--- src/rtl/dmem_arb_pkg.sv ---
// rtl/dmem_arb_pkg.sv - shared constants and helpers for the shared data-memory arbiter
//
// Purpose: default parameter values, counter limit and a constant clog2 helper
//          used by shared_dmem_arb and rr_arbiter.
// Ports:   none (package).
package dmem_arb_pkg;

    localparam int DEF_NUM_CORES = 2;
    localparam int DEF_DATA_W    = 32;
    localparam int DEF_ADDR_W    = 32;
    localparam int DEF_DEPTH     = 64;

    localparam logic [15:0] CNT_MAX = 16'hFFFF;

    // Ceiling log2, usable in parameter expressions. clog2(1) = 0.
    function automatic int clog2(input int value);
        int result;
        int v;
        result = 0;
        v      = value - 1;
        while (v > 0) begin
            result = result + 1;
            v      = v >> 1;
        end
        return result;
    endfunction

endpackage

--- src/rtl/rr_arbiter.sv ---
// rtl/rr_arbiter.sv - combinational round-robin arbiter
//
// Purpose: picks the first requesting core at or after the pointer, searching
//          upward and wrapping to 0.
// Ports:   req     - per-core request vector
//          ptr     - current round-robin start index (always < NUM_CORES)
//          gnt     - one-hot grant, all zero when no request
//          gnt_idx - binary index of the granted core (0 when no grant)
module rr_arbiter
    import dmem_arb_pkg::*;
#(
    parameter int NUM_CORES = DEF_NUM_CORES,
    parameter int IDX_W     = clog2(DEF_NUM_CORES)
) (
    input  logic [NUM_CORES-1:0] req,
    input  logic [IDX_W-1:0]     ptr,
    output logic [NUM_CORES-1:0] gnt,
    output logic [IDX_W-1:0]     gnt_idx
);

    logic             found;
    logic [IDX_W:0]   sum;
    logic [IDX_W-1:0] cand;

    // ptr and the offset are both below NUM_CORES, so one conditional
    // subtraction is enough to wrap the candidate index.
    always_comb begin
        gnt     = '0;
        gnt_idx = '0;
        found   = 1'b0;
        sum     = '0;
        cand    = '0;
        for (int off = 0; off < NUM_CORES; off++) begin
            sum = {1'b0, ptr} + (IDX_W+1)'(off);
            if (sum >= (IDX_W+1)'(NUM_CORES)) begin
                sum = sum - (IDX_W+1)'(NUM_CORES);
            end
            cand = sum[IDX_W-1:0];
            if (!found && req[cand]) begin
                found     = 1'b1;
                gnt[cand] = 1'b1;
                gnt_idx   = cand;
            end
        end
    end

endmodule

--- src/rtl/shared_dmem_arb.sv ---
// rtl/shared_dmem_arb.sv - multi-core round-robin access to a single-port data memory
//
// Purpose: arbitrates NUM_CORES requesters onto one DEPTH x DATA_W word array,
//          one access per cycle, with registered per-core read responses and a
//          saturating count of contended cycles.
// Ports:   clk          - clock, all state on rising edge
//          reset        - asynchronous active-low reset
//          req/we       - per-core request and write enable
//          addr/wdata   - flattened per-core byte address and write data
//          gnt          - one-hot combinational grant
//          rvalid/rdata - per-core read response, one cycle after grant
//          conflict_cnt - saturating count of cycles with more than one request
module shared_dmem_arb
    import dmem_arb_pkg::*;
#(
    parameter int NUM_CORES = DEF_NUM_CORES,
    parameter int DATA_W    = DEF_DATA_W,
    parameter int ADDR_W    = DEF_ADDR_W,
    parameter int DEPTH     = DEF_DEPTH
) (
    input  logic                        clk,
    input  logic                        reset,
    input  logic [NUM_CORES-1:0]        req,
    input  logic [NUM_CORES-1:0]        we,
    input  logic [NUM_CORES*ADDR_W-1:0] addr,
    input  logic [NUM_CORES*DATA_W-1:0] wdata,
    output logic [NUM_CORES-1:0]        gnt,
    output logic [NUM_CORES-1:0]        rvalid,
    output logic [NUM_CORES*DATA_W-1:0] rdata,
    output logic [15:0]                 conflict_cnt
);

    localparam int IDX_W  = clog2(NUM_CORES);
    localparam int WORD_W = clog2(DEPTH);

    // Memory is intentionally not reset; contents survive a reset pulse.
    logic [DATA_W-1:0] mem [DEPTH];

    logic [IDX_W-1:0]            ptr_q, ptr_d;
    logic [NUM_CORES-1:0]        rvalid_q, rvalid_d;
    logic [NUM_CORES*DATA_W-1:0] rdata_q, rdata_d;
    logic [15:0]                 cnt_q, cnt_d;

    logic [NUM_CORES-1:0] arb_gnt;
    logic [IDX_W-1:0]     arb_idx;
    logic                 access;
    logic                 sel_we;
    logic [WORD_W-1:0]    word_idx;
    logic [DATA_W-1:0]    sel_wdata;
    int                   n_req;

    rr_arbiter #(
        .NUM_CORES (NUM_CORES),
        .IDX_W     (IDX_W)
    ) u_arb (
        .req     (req),
        .ptr     (ptr_q),
        .gnt     (arb_gnt),
        .gnt_idx (arb_idx)
    );

    // Gating the grant with reset blocks both writes and read responses while
    // reset is held, without waiting for a clock edge.
    assign gnt    = reset ? arb_gnt : '0;
    assign access = |gnt;
    assign sel_we = we[arb_idx];
    // Only addr bits [WORD_W+1:2] of the granted core select the word; the
    // rest of the address wraps modulo DEPTH words.
    assign word_idx  = addr[arb_idx*ADDR_W+2 +: WORD_W];
    assign sel_wdata = wdata[arb_idx*DATA_W +: DATA_W];

    always_comb begin
        ptr_d    = ptr_q;
        rvalid_d = '0;
        rdata_d  = rdata_q;
        cnt_d    = cnt_q;
        n_req    = 0;

        if (access) begin
            ptr_d = (arb_idx == IDX_W'(NUM_CORES-1)) ? '0 : arb_idx + 1'b1;
            if (!sel_we) begin
                rvalid_d[arb_idx]                   = 1'b1;
                rdata_d[arb_idx*DATA_W +: DATA_W]   = mem[word_idx];
            end
        end

        for (int i = 0; i < NUM_CORES; i++) begin
            if (req[i]) begin
                n_req = n_req + 1;
            end
        end
        if (n_req > 1 && cnt_q != CNT_MAX) begin
            cnt_d = cnt_q + 16'd1;
        end
    end

    always_ff @(posedge clk or negedge reset) begin
        if (!reset) begin
            ptr_q    <= '0;
            rvalid_q <= '0;
            rdata_q  <= '0;
            cnt_q    <= '0;
        end else begin
            ptr_q    <= ptr_d;
            rvalid_q <= rvalid_d;
            rdata_q  <= rdata_d;
            cnt_q    <= cnt_d;
        end
    end

    always_ff @(posedge clk) begin
        if (access && sel_we) begin
            mem[word_idx] <= sel_wdata;
        end
    end

    assign rvalid       = rvalid_q;
    assign rdata        = rdata_q;
    assign conflict_cnt = cnt_q;

endmodule

--- config.mk ---
export PLATFORM = sky130hd
export DESIGN_NAME = shared_dmem_arb
export DESIGN_NICKNAME = d
export VERILOG_FILES = /design/src/rtl/dmem_arb_pkg.sv /design/src/rtl/rr_arbiter.sv /design/src/rtl/shared_dmem_arb.sv
export SDC_FILE = /design/constraint.sdc
export NUM_CORES = 2
export LEC_CHECK = 0
export CAP_MARGIN = 20
export CORE_UTILIZATION = 70
export CTS_BUF_LIST = sky130_fd_sc_hd__clkbuf_2
export DETAILED_ROUTE_END_ITERATION = 12
export DONT_BUFFER_PORTS = 1
export PLACE_DENSITY = 0.86
export SYNTH_ARGS = -nofsm -noshare
export SYNTH_HDL_FRONTEND = slang
export SYNTH_HIERARCHICAL = 1
export SYNTH_SLANG_ARGS = --single-unit
--- constraint.sdc ---
create_clock -name clk -period 6.45 [get_ports clk]
set_input_delay 1.29 -clock clk [delete_from_list [all_inputs] [get_ports clk]]
set_output_delay 1.29 -clock clk [all_outputs]
set_load 0.02 [all_outputs]
# == Word level (Yosys, flattened, before mapping) ==
# Memories as Yosys holds them, arrays and structs flattened.
# Index checks and enable logic that the tools add are counted.
# word_totals
register_bits,83
mem_bits_rw,2048
output_inout_bits,84
word_cells,66
n_memories,1
# classes
addsub,8
magnitude_cmp,9
n_eq_ne,1
shifts,4
muxes,28
bitwise_logic,2
n_reduce_logical,9
# memory_table
memory,depth,word_bits,read_ports,rd_ports_with_merged_regs,wr,line_no,source
mem,64,32,1,0,1,shared_dmem_arb.sv:37,logic [DATA_W-1:0] mem [DEPTH];
# ops
operator,n
bitwise mux 64 bit,1
variable shift 32 x 34 -> 64 bit (first input constant),1
variable part select 32 x 34 -> 64 bit,1
variable part select 64 x 7 -> 32 bit,1
variable part select 64 x 8 -> 6 bit,1
negator 6 -> 34 bit,1
adder 32 x 2 -> 32 bit (second input constant),1
> comparator 32 x 2 -> 1 bit (second input constant),1
two-way mux 32 bit,1
two-way mux 1 bit,18
adder 16 x 1 -> 16 bit (second input constant),1
inequality test 16 bit (second input constant),1
two-way mux 2 bit,5
adder 6 x 2 -> 7 bit (second input constant),1
logical AND 1 bit,6
< comparator 1 x 2 -> 1 bit (second input constant),3
demux 1 bit (select 1 bit),3
>= comparator 1 bit (second input constant),3
adder 1 x 1 -> 2 bit (second input constant),1
>= comparator 1 x 2 -> 1 bit (second input constant),1
>= comparator 2 bit (second input constant),1
bitwise OR 2 bit,1
AND reduction 2 bit,1
OR reduction 2 bit,1
4 further kinds,5

# == Depth between registers and ports, before layout ==
# depth
depth_word,14
depth_mapped,16
mapped_depth_nobuf,9

# == Hierarchy ==
# Netlist, hierarchy kept.
# modules_own_cells
mod,n_inst,cells_per_inst,area_each_um2,seq_area_each_um2
shared_dmem_arb,1,4595,79742.7,63576.0
rr_arbiter,1,4,30.0,0.0

# == Worst setup path after synthesis ==
# Ideal clock, no wire load.
# synth_timing
path_type,input -> register
startpoint,input req[1]
endpoint,memory mem[17][0] (netlist name) (enable)
setup_ns,0.421
arrival_ns,4.886
required_ns,6.029
slack_ns,1.143
path_stages,11
cell_sequence,a21boi_1 buf_4 or4b_2 buf_2 and2_1 buf_2 buf_2 clkbuf_1 or3_1 clkbuf_1 nor2_1
# synth_via
elab_chain_len,11
elab_cells_between_ends,21
classes_between,add/sub: 1; shift: 1; mux: 14; bitwise: 1; reduce/logical: 4
# synth_lines
element,line_no,source
start: declaration,shared_dmem_arb.sv:23,"input logic [NUM_CORES-1:0] req,"
branches (longest 11 deep; another with adder 6 x 2 -> 7 bit),n/a,
end: declaration,shared_dmem_arb.sv:37,
# Parallel ways; which one is timed is not known. The select of a mux whose other input is x is not followed.

# == Worst setup path after layout ==
# layout_timing
startpoint,register ptr_q
endpoint,register rdata_q[24] (netlist: rdata[24])
# layout_via
elab_chain_len,13
elab_cells_between_ends,42
classes_between,add/sub: 5; order compare: 6; shift: 3; mux: 19; bitwise: 2; reduce/logical: 6; memory: 1
# layout_lines
element,line_no,source
start: declaration,shared_dmem_arb.sv:39,"logic [IDX_W-1:0] ptr_q, ptr_d;"
start signal: assignment,shared_dmem_arb.sv:104,ptr_q <= ptr_d;
>= comparator 1 x 2 -> 1 bit / subtractor 1 bit (equally long branches),"rr_arbiter.sv:35, rr_arbiter.sv:36",
two-way mux 1 bit,rr_arbiter.sv:35,if (sum >= (IDX_W+1)'(NUM_CORES)) begin
two-way mux 1 bit (not written as such) (2 in series),rr_arbiter.sv:39,if (!found && req[cand]) begin
two-way mux 1 bit,rr_arbiter.sv:39,
zero test 1 bit,rr_arbiter.sv:39,
logical AND 1 bit,rr_arbiter.sv:39,
two-way mux 1 bit (*),rr_arbiter.sv:39,
net arb_idx,shared_dmem_arb.sv:45,logic [IDX_W-1:0] arb_idx;
adder 6 x 2 -> 7 bit,shared_dmem_arb.sv:69,assign word_idx = addr[arb_idx*ADDR_W+2 +: WORD_W];
variable part select 64 x 8 -> 6 bit,shared_dmem_arb.sv:69,
memory (64 x 32 bit),n/a,
variable part select 32 x 34 -> 64 bit,shared_dmem_arb.sv:83,rdata_d[arb_idx*DATA_W +: DATA_W] = mem[word_idx];
bitwise mux 64 bit,shared_dmem_arb.sv:83,
end signal: assignment,shared_dmem_arb.sv:106,rdata_q <= rdata_d;
end: declaration,shared_dmem_arb.sv:41,"logic [NUM_CORES*DATA_W-1:0] rdata_q, rdata_d;"
# The timed path passes the listed nets; every way through them passes the cells marked *. The select of a mux whose other input is x is not followed.
# A chain may end at the register's enable or synchronous reset.

==> key figures <==
Outcome
  • Outcome: completed

Final layout
  • Layout overhead on the synthesized area: 9.654%
  • Fin cells: 6843
  • Layout filler cell count: 5501
  • Fraction of layout cells with a size suffix above 1: 23.94%
  • Final layout net count: 5122
  • Final Cell Area: 87470 um^2

Floorplanning
  • Die Ht: 339.6 um
  • Initial Util: 70.72%
  • Die area: 115300 um^2
  • Core area: 112800 um^2
  • Die W: 339.6 um
  • Top Ports: 218
  • Num rows: 123

Run
  • Max_cap viols: 0

Synthesis
  • Synth area leaders: edfxtp_1 (77%), o22ai_1 (5.9%), mux2_2 (3.3%), dfrtp_1 (2.6%), o221ai_1 (1.1%)
  • Largest area contributor in the netlist: edfxtp_1
  • EDFF count, synth: 2048
  • Async set-or-reset flop fraction in the synthesized netlist: 3.895%
  • Synth unique cells: 69
  • Post-Syn Instances: 4599
  • Syn avg cell area: 17.35 um^2
  • Synth warnings: 6
  • Seq/Total Area, Yosys: 79.70%
  • Post-Syn Area: 79770 um^2
  • Synth top area share: 77.09%
  • Ys flop type: edfxtp_1
  • Yosys reg bits: 2131
  • Post-synthesis net count: 4734

STA
  • Worst-Margin Slew: 1.149 ns
  • Layout Skew: 0.2436 ns
  • Setup violations, final: 0
  • Setup TNS Final: 0 ns
  • Final worst path period need: 5.069 ns
  • Slew Viols, Final: 0
  • Final worst slack: 1.381 ns
  • Hold slack: 0.07468 ns
  • RSZ-0062 raised after global routing: false
  • Fmax: 0.1973 GHz
  • Final period utilization: 78.58%
  • Max_slew headroom: 23.38%
  • Fin. Hold Viols: 0

Global route
  • First-pass GRT wire length: 327.2 mm
  • Number of global-route vias before repair: 50760
  • Total GRT Usage: 39.81%
  • Grt total ovfl: 0
  • Largest net degree at the start of global routing: 107
  • Initial antenna violation count: 5

Routing
  • Total number of vias: 51510
  • Vias per inst: 7.528
  • Pre-Repair DR Iteration Count: 9
  • Routed WL per cell: 34.19 um
  • Routed wire length: 234.0 mm
  • # DRC: 0
  • Antenna-violating nets left: 0
  • DRT iter0 DRCs: 10020

Placed design
  • Placed cell area: 82460 um^2
  • RD Place Congestion: 0.8925
  • PortBufs: 0
  • Post-Place Worst Slack: 0.9424 ns
  • HPWL Detailed: 127.1 mm
  • Post-Place Cells: 5949

Clock tree
  • CTS tree: done
  • CTS buffer count: 485
  • Clk sinks: 2131
  • Insertion delay to the later sink of the worst-skew pair: 1.81 ns
  • Root Buffer: clkbuf_2
  • Worst-path clk slew: 0.11 ns
  • Max clock buf depth: 4
  • Post_cts resized: 0
  • H-tree depth: 5

Worst setup path
  • Crit path DAT: 6.62 ns
  • Crit-path max cell delay: 0.80 ns
  • Crit path max fanout: 58
  • CP startpoint kind: flip-flop
  • CP top delay family: compound AO/OA/AOI/OAI gates
  • CP Class: reg -> reg
  • Worst EP required: 8.00 ns
  • Worst-path cell chain: inv_1 -> a21boi_4 -> mux2_8 -> a21o_4 -> buf_4 -> o22ai_1 -> o41ai_1 -> o2111ai_1 -> o31ai_1
  • CP endpoint kind: flip-flop
  • Critical path buffers and inverters: 2
  • Slowest-stage cell, CP: o41ai_1

Power
  • Worst vdd ir: 0.2787 mV
  • PD cells: 313.3 nW/um^2
  • Leakage dissipation: 28.38 nW

Hold path
  • Type of the tightest min-delay check: in -> reg
[cell type report]
class	count	area (um^2)	area share [%]
diodes	5	12.51	0.01430
clock buffers	706	3533	4.039
clock inverters	132	673.1	0.7695
inverters	8	30.03	0.03433
multi-input cells	2134	15390	17.60
flip-flops and latches	2131	63580	72.68
well taps	1500	1877	2.146
repair buffers	227	2380	2.721
[per-layer routing]
metal | part of all wire, % | track usage, %
met1 | 30 | 50.93
met2 | 44 | 58.27
met3 | 19 | 15.65
met4 | 6.2 | 23.70
met5 | 0.022 | 0
[what timing repair did]
item / 4_1_cts / 5_1_grt
endpoints found under the hold margin: 85 / 61
setup buffers: 0 / 0
hold buffers: 7 / 21
[metrics by stage]
stage,utilization (%),power (mW)
2_1_floorplan,-,17.90
3_3_place_gp,73.10,18.92
3_5_place_dp,73.10,19.05
4_1_cts,76.90,27.06
5_1_grt,77.53,28.05
6_report,77.54,27.40
[path summary, 6_finish.rpt]
path / depth (start not counted) / slack, ns / endpoint / start
max in group asynchronous: 4 / 4.73 / rdata[59] / reset
worst max register to register: 9 / 1.38 / rdata[24] / ptr_q
min in group asynchronous: 3 / 0.70 / rdata[7] / reset
worst min-delay path: 1 / 0.07 / mem[10][29] / wdata[29]
worst min register to register: 2 / 0.55 / ptr_q / ptr_q
worst max-delay path: 9 / 1.38 / rdata[24] / ptr_q
[cells by family after synthesis]
| group | share of synthesized area [%] |
|---|---|
| compound gates | 11.47 |
| simple gates | 3.124 |
| xor+xnor | 0.1537 |
| flops | 79.70 |
| buf+inv | 1.807 |
| mux | 3.738 |
| fa+ha+maj | 0.01568 |
[power by group]
part	switching [mW]	internal [mW]	total, mW	leakage, nW
sequential	0.525	15.6	16.1	19.4
combinational	2.10	0.837	2.94	5.70
clock	5.21	3.11	8.33	3.24
total	7.84	19.6	27.4	28.4
[flip-flops by register name (all words and copies together) (netlist names)]
name          count
rvalid            2
mem            2048
conflict_cnt     16
ptr_q             1
rdata            64
[cells in the final DEF, fill, tap and decap left out, types with 31 or more instances in the layout]
cell type	count
o21a_1	49
a21oi_1	70
nor2_4	65
clkbuf_2	706
clkinv_1	105
o31ai_1	102
nor2_1	71
dfrtp_1	83
mux2_2	235
nand3_1	31
o21ai_0	56
a211oi_1	52
buf_4	155
edfxtp_1	2048
nor3_1	32
o22ai_1	756
o221ai_1	103
nand2_1	166
buf_12	39
[cells in the mapped netlist (12+ instances only)]
library cell  count
edfxtp_1       2048
o22ai_1         756
mux2_2          237
nand2_1         173
clkbuf_1        163
nor2_1          138
buf_2           110
o221ai_1        103
o31ai_1         102
dfrtp_1          83
a21oi_1          72
o21ai_0          56
a211oi_1         52
o21a_1           49
buf_1            40
nand3_1          32
nor3_1           32
or3_1            31
nand4_1          30
o41ai_1          27
a221o_1          26
a221oi_1         26
nor4_1           22
or4_1            17
and2_1           12
Power figures use the tool's default switching activity.
